**src/rtl/camera_ctrl.sv**
```systemverilog
// camera_ctrl: capture sequencer for the 2x2 pixel camera.
// Holds the user exposure setting, steps the pixel array through
// erase (IDLE), timer load, exposure and a two-row readout with ADC
// strobes, and configures and enables the external exposure timer.
module camera_ctrl #(
    parameter int EXP_MIN   = 2,
    parameter int EXP_MAX   = 30,   // timer loads exp_time+1 into 5 bits, so <= 30
    parameter int EXP_RESET = 10
) (
    input  logic       clk,
    input  logic       reset,
    input  logic       init,
    input  logic       exp_increase,
    input  logic       exp_decrease,
    input  logic       exposure_done,
    output logic       set_time,
    output logic       timer_enable,
    output logic [4:0] timer_init,
    output logic [4:0] exp_time,
    output logic       erase,
    output logic       expose,
    output logic       nre_1,
    output logic       nre_2,
    output logic       adc,
    output logic       busy
);

    localparam logic [1:0] S_IDLE   = 2'd0;
    localparam logic [1:0] S_LOAD   = 2'd1;
    localparam logic [1:0] S_EXPOSE = 2'd2;
    localparam logic [1:0] S_READ   = 2'd3;

    localparam logic [4:0] C_EXP_MIN   = 5'(EXP_MIN);
    localparam logic [4:0] C_EXP_MAX   = 5'(EXP_MAX);
    localparam logic [4:0] C_EXP_RESET = 5'(EXP_RESET);

    logic [1:0] r_state;
    logic [2:0] r_step;
    logic [4:0] r_exp_time;

    logic       w_adjust_ok;
    logic       w_inc_only;
    logic       w_dec_only;

    // Adjustments only count in IDLE with no capture request; init wins a tie.
    assign w_adjust_ok = (r_state == S_IDLE) && !init;
    assign w_inc_only  = exp_increase && !exp_decrease;
    assign w_dec_only  = exp_decrease && !exp_increase;

    // Sequencer state transitions.
    always_ff @(posedge clk or posedge reset) begin
        if (reset) begin
            r_state <= S_IDLE;
        end else begin
            case (r_state)
                S_IDLE:   if (init) r_state <= S_LOAD;
                S_LOAD:   r_state <= S_EXPOSE;
                S_EXPOSE: if (exposure_done) r_state <= S_READ;
                S_READ:   if (r_step == 3'd7) r_state <= S_IDLE;
                default:  r_state <= S_IDLE;
            endcase
        end
    end

    // Readout step counter: held at zero outside READ so it starts clean on entry.
    always_ff @(posedge clk or posedge reset) begin
        if (reset) begin
            r_step <= 3'd0;
        end else if (r_state == S_READ) begin
            r_step <= r_step + 3'd1;
        end else begin
            r_step <= 3'd0;
        end
    end

    // Exposure setting with saturation at both ends.
    always_ff @(posedge clk or posedge reset) begin
        if (reset) begin
            r_exp_time <= C_EXP_RESET;
        end else if (w_adjust_ok) begin
            if (w_inc_only && (r_exp_time < C_EXP_MAX)) begin
                r_exp_time <= r_exp_time + 5'd1;
            end else if (w_dec_only && (r_exp_time > C_EXP_MIN)) begin
                r_exp_time <= r_exp_time - 5'd1;
            end else begin
                r_exp_time <= r_exp_time;
            end
        end else begin
            r_exp_time <= r_exp_time;
        end
    end

    assign exp_time   = r_exp_time;
    assign timer_init = r_exp_time;

    // Moore decode of pixel array, ADC and timer controls from state and step.
    always_comb begin
        erase        = 1'b0;
        expose       = 1'b0;
        nre_1        = 1'b1;
        nre_2        = 1'b1;
        adc          = 1'b0;
        set_time     = 1'b0;
        timer_enable = 1'b0;
        busy         = 1'b1;
        case (r_state)
            S_IDLE: begin
                erase = 1'b1;
                busy  = 1'b0;
            end
            S_LOAD: begin
                set_time = 1'b1;
            end
            S_EXPOSE: begin
                timer_enable = 1'b1;
                expose       = !exposure_done;
            end
            S_READ: begin
                case (r_step)
                    3'd0, 3'd2: nre_1 = 1'b0;
                    3'd1: begin
                        nre_1 = 1'b0;
                        adc   = 1'b1;
                    end
                    3'd4, 3'd6: nre_2 = 1'b0;
                    3'd5: begin
                        nre_2 = 1'b0;
                        adc   = 1'b1;
                    end
                    default: begin
                        nre_1 = 1'b1;
                        nre_2 = 1'b1;
                    end
                endcase
            end
            default: begin
                erase = 1'b1;
                busy  = 1'b0;
            end
        endcase
    end

endmodule

```
**config.mk**
```make
export PLATFORM = sky130hd
export DESIGN_NAME = camera_ctrl
export DESIGN_NICKNAME = d
export VERILOG_FILES = /design/src/rtl/camera_ctrl.sv
export SDC_FILE = /design/constraint.sdc
export NUM_CORES = 1
export LEC_CHECK = 0
export BUFFER_PORTS_ARGS = -buffer_cell sky130_fd_sc_hd__buf_2
export CAP_MARGIN = 20
export CELL_PAD_IN_SITES_DETAIL_PLACEMENT = 0
export CELL_PAD_IN_SITES_GLOBAL_PLACEMENT = 1
export CORE_ASPECT_RATIO = 0.8
export CORE_MARGIN = 5
export CORE_UTILIZATION = 30
export DETAILED_ROUTE_END_ITERATION = 8
export PLACE_DENSITY = 0.64
export SKIP_CTS_REPAIR_TIMING = 1
export SYNTH_ARGS = -nofsm -noshare
export SYNTH_HDL_FRONTEND = slang
export SYNTH_SLANG_ARGS = --single-unit
```
**constraint.sdc**
```tcl
create_clock -name clk -period 2.1 [get_ports clk]
set_clock_uncertainty 0.1 [all_clocks]
set_input_delay 0.42 -clock clk [delete_from_list [all_inputs] [get_ports clk]]
set_output_delay 0.42 -clock clk [all_outputs]
set_load 0.02 [all_outputs]
```
# Word-level counts from Yosys, hierarchy flattened
# Cells that the tools add are included.
# classes
muxes	18
n_eq_ne	12
reduce_logical	17
n_addsub	3
n_lt_le_gt_ge	2
# ops
cell	n
equality test 3 bit (second input constant)	4
2-to-1 mux 1 bit	11
2-to-1 mux 5 bit	2
one-hot mux 2 bit (4 select lines)	1
2-to-1 mux 2 bit	3
inequality test 2 bit (second input constant)	3
OR reduction 3 bit	2
adder 5 x 1 -> 5 bit (second input constant)	1
> comparator 5 x 2 -> 1 bit (second input constant)	1
logical AND 1 bit	5
less-than comparator 5 bit (second input constant)	1
subtractor 5 x 1 -> 5 bit (second input constant)	1
equality test 2 bit (second input constant)	2
zero test 1 bit	4
adder 3 x 1 -> 3 bit (second input constant)	1
equality test 3 x 1 -> 1 bit (second input constant)	1
equality test 3 x 2 -> 1 bit (second input constant)	1
zero test 3 bit	1
2-to-1 mux 3 bit	1
AND reduction 3 bit	1
equality test 2 x 1 -> 1 bit (second input constant)	1
zero test 2 bit	1
AND reduction 2 bit	1
nonzero test 2 bit	1
OR reduction 2 bit	1
# totals
out_inout_bits	18
inputBits	6
reg_bits	10

# Depth between registers and ports, before layout
# Gate-level depths: netlist of the first run.
# logic_depth
depth_word	5
depth_mapped	7

# Least setup slack after synthesis of the first run
# Ideal clock, no wire load.
# synth_path
path_kind	register -> register
start	register r_exp_time[1] (netlist: exp_time[1])
end	register r_exp_time[3] (netlist: exp_time[3])
required_ns	1.918
path_stages_with_launch	8
arrival_time_ns	1.848
setup_slack_ns	0.070
n_path_buf	0
path_cell_list	dfstp_2 -> nand4_1 -> nand3b_1 -> ha_1 -> a21o_1 -> a21oi_1 -> xnor2_1 -> mux2_4
# synth_between
elab_chain_len	4
# synth_lines
item	line_no	source
start, declared	39	logic [4:0] r_exp_time;
start signal, assigned	82	r_exp_time <= r_exp_time + 5'd1;
start signal, assigned	84	r_exp_time <= r_exp_time - 5'd1;
start signal, assigned	86	r_exp_time <= r_exp_time;
less-than comparator 5 bit or > comparator 5 x 2 -> 1 bit (tied branches)	81, 83	
logical AND 1 bit (on tied branches)	81, 83	
nonzero test 2 bit (no line)	n/a	
AND reduction 2 bit (no line)	n/a	
# Several ways; a longest one is shown, not always the timed one. The select of a mux whose other input is x is not followed.
# A chain may end at the register's enable or synchronous reset.

# Worst setup path in the final report of the first run
# Same ends and word-level chain as after synthesis.

==> run summary, run 1 <==
Total grt overflow: 0
Syn Nets: 88
RSZ-0062 raised after global routing: yes
Final core occ: 41.4%
Share of total power in combinational logic: 66.6%
Die X: 66.9 um
DR WL/cell: 11.9 um
Die Y: 55.5 um
Reg2Reg Capture Point: exp_time[3]$_DFFE_PP1P_
Detailed-router iteration count before antenna repair: 4
Register area share after synthesis: 32.6%
Period utilization: 97.2%
Initial core utilization: 31.5%
CORE AREA: 2460 um^2
Iteration-0 DRC Markers: 3
FF-to-FF Start: exp_time[1]$_DFFE_PP1P_
Initial antenna violation count: 0
Pwr dens: 1580 nW/um^2
CTS Buf Count: 3
Syn avg cell area: 11.2 um^2
Type of the worst setup path: reg -> reg
Fin. max-slew vios: 0
Max Cap Viol: 0
Via count: 573
Seq pwr share: 22.9%
H-tree levels: 1
Layout area overhead: 31.5%
Cell row count: 16
Sink Count: 10
Vias per inst: 4.31
Post-layout min period: 2.04 ns
GRT Resource Usage Total: 8.52%
Int Pwr: 0.872 mW
Hold slack: 0.0168 ns
FF+latch count, synth: 10
Worst slew pin tran: 0.374 ns
R2R Setup Slk: 0.06 ns
Ant diodes: 0
Post-Syn Instances: 69
Root buffer cell: clkbuf_4
Total power: 1.61 mW
Fmax: 490 MHz
DRC viols: 0
Static Leakage: 0.510 nW
CTS max path bufs: 2
Cell area after synthesis: 776 um^2
Post-synth EDFFs: 0
Crit-path cells: nand4_1 -> nand3b_1 -> buf_6 -> ha_1 -> a21o_1 -> a21oi_2 -> xnor2_1 -> mux2_4
CP max FO: 3
CP top delay family: flip-flops
Max stage delay on crit path: 0.54 ns
Critical path buffers and inverters: 1
DIE AREA: 3710 um^2
Final HPWL DP: 1240 um
PortBufs: 23
Placed cell area: 928 um^2
Setup TNS: 0 ns
Fin area: 1020 um^2
R2R cell count: 8
Net Sw Power: 0.739 mW
Final Hold Fails: 0
Skew-Pair Late Insertion Delay: 0.26 ns
Layout cells sized above 1: 48.5%
Final ANT Viol Nets: 0
Distinct cells, synth: 27
Setup violations, final: 0
Reg clk slew, reported paths: 0.07 ns
Vias in the first global route: 569
Largest net degree at the start of global routing: 11
Startpoint types: flip-flop
First-pass GRT wire length: 2400 um
Worst EP required: 2.19 ns
TritonCTS clock tree: built
CP arrival: 2.13 ns
Post-synth ARST share: 100%
Routability cong.: 0.689
CP max-delay cell: dfstp_2
Dominant synthesized flop cell: dfrtp_1
HP Class: in -> async
Clock share of power: 10.5%
Relative slew margins: 75.0%
Status: complete, no violations
Yosys warnings: 0
NumNets Final: 117
Crit end category: flip-flop
I/O pins: 24
Sw frac: 45.9%
Maximum VDD drop: 0.575 mV
Final wirelength: 1580 um
cells in the final DEF (no fill, tap or decap), types with 2 or more instances in the layout:
master and count:
dfstp_2 2, nand3b_1 2, and2_1 3, ha_1 10, dfrtp_1 8, nand4b_2 2
mux2_4 3, nor2b_1 3, inv_1 7, o311ai_1 2, clkbuf_4 3, buf_2 22
mux2i_1 2, buf_4 6, ha_4 2, xor2_1 2
kinds of logic (layout without fill, tap and decap cells):
family,after synthesis,count (layout),synth area share [%]
buffers and inverters,12,40,8.23
multiplexers,6,6,9.84
flip-flops,10,10,32.6
AO/OA/AOI/OAI,8,8,7.90
XOR/XNOR,3,3,3.39
adder cells (fa/ha/maj),13,13,21.9
AND/OR/NAND/NOR,17,17,16.1
cell type report:
type | instances | area, um^2
tap | 36 | 45.0
inverter | 7 | 26.3
fill | 247 | 1440
clock buffer | 4 | 36.3
sequential | 10 | 253
multi-input combinational | 47 | 493
timing repair buffer | 29 | 166
through the flow:
step | worst slack [ns] | instances
detailed placement | 0.0408 | 127
floorplan | 0.0697 | 69
global placement | 0.0909 | 127
global route | -0.0646 | 133
CTS | 0.0520 | 131
finish | 0.0595 | 133
sequential cells by signal, indices dropped and copies added (netlist names):
signal    flops
exp_time      5
r_state       2
r_step        3
synth_stat cells (2+ instances only):
cell,instances,area share (%)
nand3b_1,2,1.9
mux2_4,3,5.8
xor2_1,2,2.3
dfstp_2,2,6.8
nand4b_2,2,3.9
dfrtp_1,8,26
o311ai_0,2,2.3
mux2i_1,2,2.6
and2_1,3,2.4
inv_1,7,3.4
nor2b_1,3,2.4
nand2_1,2,0.97
ha_1,12,19
a21oi_1,2,1.3
buf_4,5,4.8
power by group through the flow:
stage / clock (mW) / combinational, mW / sequential (mW)
5_1_grt: 0.187 / 1.17 / 0.383
3_5_place_dp: 0 / 0.992 / 0.371
2_1_floorplan: 0 / 0.659 / 0.456
6_report: 0.169 / 1.07 / 0.369
3_3_place_gp: 0 / 0.995 / 0.371
4_1_cts: 0.174 / 0.997 / 0.368
worst max-delay path by stage:
stage | startpoint | end | slack (ns) | cells after the start
after global placement | exp_decrease | exp_time[4]$_DFFE_PP0P_ | 0.09 | 7
after CTS | r_step[0]$_DFF_PP0_ | nre_2 | 0.05 | 4
final | exp_time[1]$_DFFE_PP1P_ | exp_time[3]$_DFFE_PP1P_ | 0.06 | 8
after floorplan | exp_time[1]$_DFFE_PP1P_ | exp_time[3]$_DFFE_PP1P_ | 0.07 | 7
after global routing | exp_time[1]$_DFFE_PP1P_ | exp_time[3]$_DFFE_PP1P_ | -0.06 | 8
after detailed placement | exp_decrease | exp_time[4]$_DFFE_PP0P_ | 0.04 | 7
layer usage:
metal  up-vias  GRT usage [%]  share of wire, %
met3         2           3.85               5.9
li1        289              -                 -
met1       263           12.4                53
met4         0           2.60               1.3
met2        19           11.0                40
met5         -              0                 0
worst reg2reg max path: cells and delay by family, from the launching register on:
family / cells / cell delay [ns]
DFF: 1 / 0.54
xor gates and xnor gates: 1 / 0.07
buffers and inverters: 1 / 0.14
AOI/OAI and AO/OA: 2 / 0.33
muxes: 1 / 0.26
adders and majority gates: 1 / 0.23
and+or+nand+nor: 2 / 0.30
(Power assumes the default switching activity.)
==> run 2: changes to the inputs <==
- SETUP_SLACK_MARGIN: not set -> 0.5
==> run summary, run 2 (synthesized netlist as in run 1, its figures left out) <==
NumNets Final: 117 (unchanged)
Critical Path Source: exp_time[1]$_DFFE_PP1P_ (unchanged)
Startpoint types: flip-flop (unchanged)
Clock share of power: 9.0% (was 10.5%)
CP arrival: 2.11 ns (was 2.13 ns)
Status: complete, no violations (unchanged)
Int Pwr: 1.09 mW (was 0.872 mW)
Vias per inst: 4.35 (was 4.31)
Relative slew margins: 74.0% (was 75.0%)
Iteration-0 DRC Markers: 13 (was 3)
Seq pwr share: 20.8% (was 22.9%)
Skew-Pair Late Insertion Delay: 0.27 ns (was 0.26 ns)
Cell row count: 16 (unchanged)
FF-to-FF Start: exp_time[1]$_DFFE_PP1P_ (unchanged)
Final ANT Viol Nets: 0 (unchanged)
Crit end category: flip-flop (unchanged)
Routability cong.: 0.796 (was 0.689)
Final core occ: 49.4% (was 41.4%)
Sink Count: 10 (unchanged)
Ant diodes: 0 (unchanged)
Pwr dens: 1620 nW/um^2 (was 1580 nW/um^2)
DIE AREA: 3710 um^2 (unchanged)
Total grt overflow: 0 (unchanged)
Initial core utilization: 31.5% (unchanged)
Hold slack: 0.0133 ns (was 0.0168 ns)
Vias in the first global route: 588 (was 569)
RSZ-0062 raised after global routing: yes (unchanged)
Placed cell area: 970 um^2 (was 928 um^2)
TritonCTS clock tree: built (unchanged)
Type of the worst setup path: reg -> reg (unchanged)
DR WL/cell: 12.9 um (was 11.9 um)
Final wirelength: 1720 um (was 1580 um)
Final HPWL DP: 1320 um (was 1240 um)
Setup violations, final: 0 (unchanged)
DRC viols: 0 (unchanged)
Layout area overhead: 56.8% (was 31.5%)
Layout cells sized above 1: 71.1% (was 48.5%)
Fin. max-slew vios: 0 (unchanged)
GRT Resource Usage Total: 9.26% (was 8.52%)
CORE AREA: 2460 um^2 (unchanged)
Via count: 578 (was 573)
Fmax: 499 MHz (was 490 MHz)
Detailed-router iteration count before antenna repair: 4 (unchanged)
CP max FO: 4 (was 3)
Period utilization: 95.4% (was 97.2%)
Max Cap Viol: 0 (unchanged)
Final Hold Fails: 0 (unchanged)
Net Sw Power: 0.880 mW (was 0.739 mW)
CTS Buf Count: 3 (unchanged)
Static Leakage: 0.530 nW (was 0.510 nW)
Sw frac: 44.8% (was 45.9%)
H-tree levels: 1 (unchanged)
Max reg flops: 5 (unchanged)
Reg2Reg Capture Point: exp_time[3]$_DFFE_PP1P_ (unchanged)
Most frequent cells in the layout: 11 x buf_2, 11 x buf_6, 7 x ha_4, 7 x buf_4, 5 x dfrtp_1 (was 22 x buf_2, 10 x ha_1, 8 x dfrtp_1, 7 x inv_1, 6 x buf_4)
CP endpoint: exp_time[3]$_DFFE_PP1P_ (unchanged)
Worst EP required: 2.20 ns (was 2.19 ns)
PortBufs: 23 (unchanged)
HP Class: in -> async (unchanged)
Worst slew pin tran: 0.389 ns (was 0.374 ns)
Initial antenna violation count: 0 (unchanged)
R2R Setup Slk: 0.1 ns (was 0.06 ns)
Fin area: 1220 um^2 (was 1020 um^2)
I/O pins: 24 (unchanged)
R2R cell count: 8 (unchanged)
Maximum VDD drop: 0.773 mV (was 0.575 mV)
First-pass GRT wire length: 2640 um (was 2400 um)
Root buffer cell: clkbuf_4 (unchanged)
Die X: 66.9 um (unchanged)
Largest net degree at the start of global routing: 11 (unchanged)
Reg clk slew, reported paths: 0.07 ns (about the same)
Share of total power in combinational logic: 70.2% (was 66.6%)
Die Y: 55.5 um (unchanged)
CTS max path bufs: 2 (unchanged)
Post-layout min period: 2.00 ns (was 2.04 ns)
Setup TNS: 0 ns (unchanged)
[run 2: critical path, cell delays in order (launching register included)]
cell,delay (ns)
dfstp_2,0.53
nand4_1,0.15
nand3b_1,0.14
buf_6,0.14
ha_1,0.22
a21o_1,0.17
a21oi_2,0.14
xnor2_1,0.08
mux2_4,0.26
[run 2: worst min path at each step]
stage	start	endpoint	slack [ns]	cells after the start
3_5_place_dp	reset	r_step[2]$_DFF_PP0_	0.32	2
6_report	reset	exp_time[0]$_DFFE_PP0P_	0.01	2
2_1_floorplan	reset	exp_time[0]$_DFFE_PP0P_	0.16	1
3_3_place_gp	reset	exp_time[2]$_DFFE_PP0P_	0.31	2
4_1_cts	reset	exp_time[0]$_DFFE_PP0P_	0.02	2
5_1_grt	reset	r_step[2]$_DFF_PP0_	0.05	2
[run 2: per-stage QoR]
step | std cells | worst slack [ns] | total power, mW
2_1_floorplan | 69 | 0.0978 | 1.19
3_3_place_gp | 127 | 0.0823 | 1.43
3_5_place_dp | 127 | 0.0501 | 1.45
4_1_cts | 131 | 0.0303 | 1.63
5_1_grt | 133 | 0.0137 | 2.10
6_report | 133 | 0.0956 | 1.97
[run 2: layout make-up]
class | instances | area, um^2
fill | 234 | 1250
multi-input combinational | 47 | 616
sequential | 10 | 256
timing repair buffer | 29 | 231
tap | 36 | 45.0
clock buffer | 4 | 36.3
inverter | 7 | 31.3
[run 2: power by group through the flow]
| stage | registers, mW | logic (mW) | clock network [mW] |
|---|---|---|---|
| 2_1_floorplan | 0.456 | 0.731 | 0 |
| 3_3_place_gp | 0.370 | 1.06 | 0 |
| 3_5_place_dp | 0.372 | 1.07 | 0 |
| 4_1_cts | 0.369 | 1.08 | 0.182 |
| 5_1_grt | 0.427 | 1.48 | 0.191 |
| 6_report | 0.408 | 1.38 | 0.178 |
[run 2: metal layers]
layer  up-vias  wire length [um]  global-route usage (%)
met5         -                 0                       0
met4         0                36                    6.07
met3         4                81                    1.42
met2        17               747                    12.9
met1       263               851                    13.0
li1        294                 -                       -
==> run 3: changes to the inputs <==
- PLACE_DENSITY: 0.64 -> 0.66
- clock period: 2.1 -> 1.65 ns (I/O delays scaled with it)
==> run summary, run 3 (synthesized netlist as in run 1, its figures left out) <==
Final ANT Viol Nets: 0 (unchanged)
Maximum VDD drop: 0.947 mV (was 0.773 mV)
Routability cong.: 0.827 (was 0.796)
HP Class: in -> reg (was in -> async)
Total grt overflow: 0 (unchanged)
Die X: 66.9 um (unchanged)
Most frequent cells in the layout: 26 x buf_6, 14 x buf_4, 8 x ha_4, 7 x buf_2, 5 x dfrtp_1 (was 11 x buf_2, 11 x buf_6, 7 x ha_4, 7 x buf_4, 5 x dfrtp_1)
Ant diodes: 0 (unchanged)
Root buffer cell: clkbuf_4 (unchanged)
Hold Path Sink: exp_time[4]$_DFFE_PP0P_
Max Cap Viol: 0 (unchanged)
Reg clk slew, reported paths: 0.06 ns (was 0.07 ns)
Relative slew margins: 76.1% (was 74.0%)
Fill count: 212 (was 234)
CP max FO: 4 (unchanged)
I/O pins: 24 (unchanged)
Met2 Use GR: 12.9% (unchanged)
Max reg flops: 5 (unchanged)
GRT met1 Usage: 15.2% (was 13.0%)
Crit-path cells: nand4_1 -> nand3b_1 -> ha_1 -> a21oi_1 -> nand2_1 -> mux2_2 -> mux2i_1 (was nand4_1 -> nand3b_1 -> buf_6 -> ha_1 -> a21o_1 -> a21oi_2 -> xnor2_1 -> mux2_4)
Most common cell after layout, fill and taps aside: buf_6
GRT Resource Usage Total: 10.1% (was 9.26%)
Iteration-0 DRC Markers: 16 (was 13)
Gr busiest metal: met1 (unchanged)
Sink Count: 10 (unchanged)
Vias per inst: 4.33 (was 4.35)
Startpoint types: flip-flop (unchanged)
Layout cells sized above 1: 75.0% (was 71.1%)
CORE AREA: 2460 um^2 (unchanged)
FF-to-FF Start: exp_time[3]$_DFFE_PP1P_ (was exp_time[1]$_DFFE_PP1P_)
H-tree levels: 1 (unchanged)
Initial antenna violation count: 0 (unchanged)
Fin area: 1450 um^2 (was 1220 um^2)
Period utilization: 122% (was 95.4%)
CTS Buf Count: 3 (unchanged)
Worst slew pin tran: 0.357 ns (was 0.389 ns)
Final Hold Fails: 0 (unchanged)
Final Worst Setup Slack: -0.358 ns (was 0.0956 ns)
DIE AREA: 3710 um^2 (unchanged)
Post-layout min period: 2.01 ns (was 2.00 ns)
Status: finished, violations left (was complete, no violations)
Type of the worst setup path: reg -> reg (unchanged)
Vias in the first global route: 623 (was 588)
R2R Setup Slk: -0.36 ns (was 0.1 ns)
DR WL/cell: 12.3 um (was 12.9 um)
Largest net degree at the start of global routing: 11 (unchanged)
CP arrival: 2.10 ns (was 2.11 ns)
Failing checks: setup timing
Final HPWL DP: 1410 um (was 1320 um)
Setup TNS: -1.48 ns (was 0 ns)
CP top delay family: flip-flops (unchanged)
Crit end category: flip-flop (unchanged)
Reg2Reg Capture Point: exp_time[4]$_DFFE_PP0P_ (was exp_time[3]$_DFFE_PP1P_)
Max stage delay on crit path: 0.53 ns (about the same)
CP max-delay cell: dfstp_2 (unchanged)
Setup violations, final: 8 (was 0)
Hold Crit Depth: 4
Skew-Pair Late Insertion Delay: 0.27 ns (about the same)
R2R cell count: 7 (was 8)
Initial core utilization: 31.5% (unchanged)
TritonCTS clock tree: built (unchanged)
Cell row count: 16 (unchanged)
Pwr dens: 2020 nW/um^2 (was 1620 nW/um^2)
Final core occ: 59.0% (was 49.4%)
Fin. max-slew vios: 0 (unchanged)
PortBufs: 23 (unchanged)
Critical path buffers and inverters: 0 (was 1)
Layout area overhead: 87.4% (was 56.8%)
Placed cell area: 1150 um^2 (was 970 um^2)
First-pass GRT wire length: 2900 um (was 2640 um)
Detailed-router iteration count before antenna repair: 4 (unchanged)
NumNets Final: 136 (was 117)
GR Layer Usage met3: 1.83% (was 1.42%)
DRC viols: 0 (unchanged)
CTS max path bufs: 2 (unchanged)
Fmax: 498 MHz (was 499 MHz)
Die Y: 55.5 um (unchanged)
RSZ-0062 raised after global routing: yes (unchanged)
Worst hold start: exp_increase
Final wirelength: 1870 um (was 1720 um)
Worst EP required: 1.74 ns (was 2.20 ns)
Via count: 658 (was 578)
Static Leakage: 0.663 nW (was 0.530 nW)
## run 3: routing by layer
layer	up-vias	share of wire, %
li1	330	-
met4	0	2.6
met2	24	42
met3	4	7.0
met5	-	0
met1	300	48
## run 3: worst register-to-register path, stage by stage, from the launching register on
cell	delay, ns
dfstp_2	0.53
nand4_1	0.15
nand3b_1	0.22
ha_1	0.30
a21oi_1	0.14
nand2_1	0.10
mux2_2	0.28
mux2i_1	0.12
## run 3: layout make-up
class | count | area [um^2] | share of cell area, %
Multi-Input combinational cell | 47 | 644 | 44.3
Timing Repair Buffer | 48 | 443 | 30.5
Sequential cell | 10 | 256 | 17.6
Tap cell | 36 | 45.0 | 3.10
Clock buffer | 4 | 36.3 | 2.50
Inverter | 7 | 28.8 | 1.98
## run 3: worst max-delay path by stage
stage / start / to / slack [ns] / cells past startpoint
finish: exp_time[3]$_DFFE_PP1P_ / exp_time[4]$_DFFE_PP0P_ / -0.36 / 7
global route: exp_time[3]$_DFFE_PP1P_ / exp_time[4]$_DFFE_PP0P_ / -0.48 / 7
CTS: exp_time[3]$_DFFE_PP1P_ / exp_time[4]$_DFFE_PP0P_ / -0.36 / 7
detailed placement: exp_time[3]$_DFFE_PP1P_ / exp_time[4]$_DFFE_PP0P_ / -0.34 / 7
global placement: exp_time[3]$_DFFE_PP1P_ / exp_time[3]$_DFFE_PP1P_ / -0.25 / 7
floorplan: exp_time[1]$_DFFE_PP1P_ / exp_time[4]$_DFFE_PP0P_ / -0.35 / 7
## run 3: stage by stage
| stage | worst slack [ns] | instances | hold slack (ns) | power [mW] |
|---|---|---|---|---|
| 2_1_floorplan | -0.352 | 69 | 0.0686 | 1.73 |
| 3_5_place_dp | -0.335 | 139 | 0.219 | 2.22 |
| 3_3_place_gp | -0.254 | 139 | 0.219 | 2.21 |
| 4_1_cts | -0.355 | 143 | -0.0799 | 2.45 |
| 5_1_grt | -0.483 | 152 | 0.498 | 3.15 |
| 6_report | -0.358 | 152 | 0.425 | 2.94 |
## run 3: report_power, final
group | switching [mW] | internal, mW | leakage [nW]
Combinational | 1.02 | 1.22 | 0.523
Sequential | 0.0990 | 0.378 | 0.118
Clock | 0.0891 | 0.134 | 0.0210
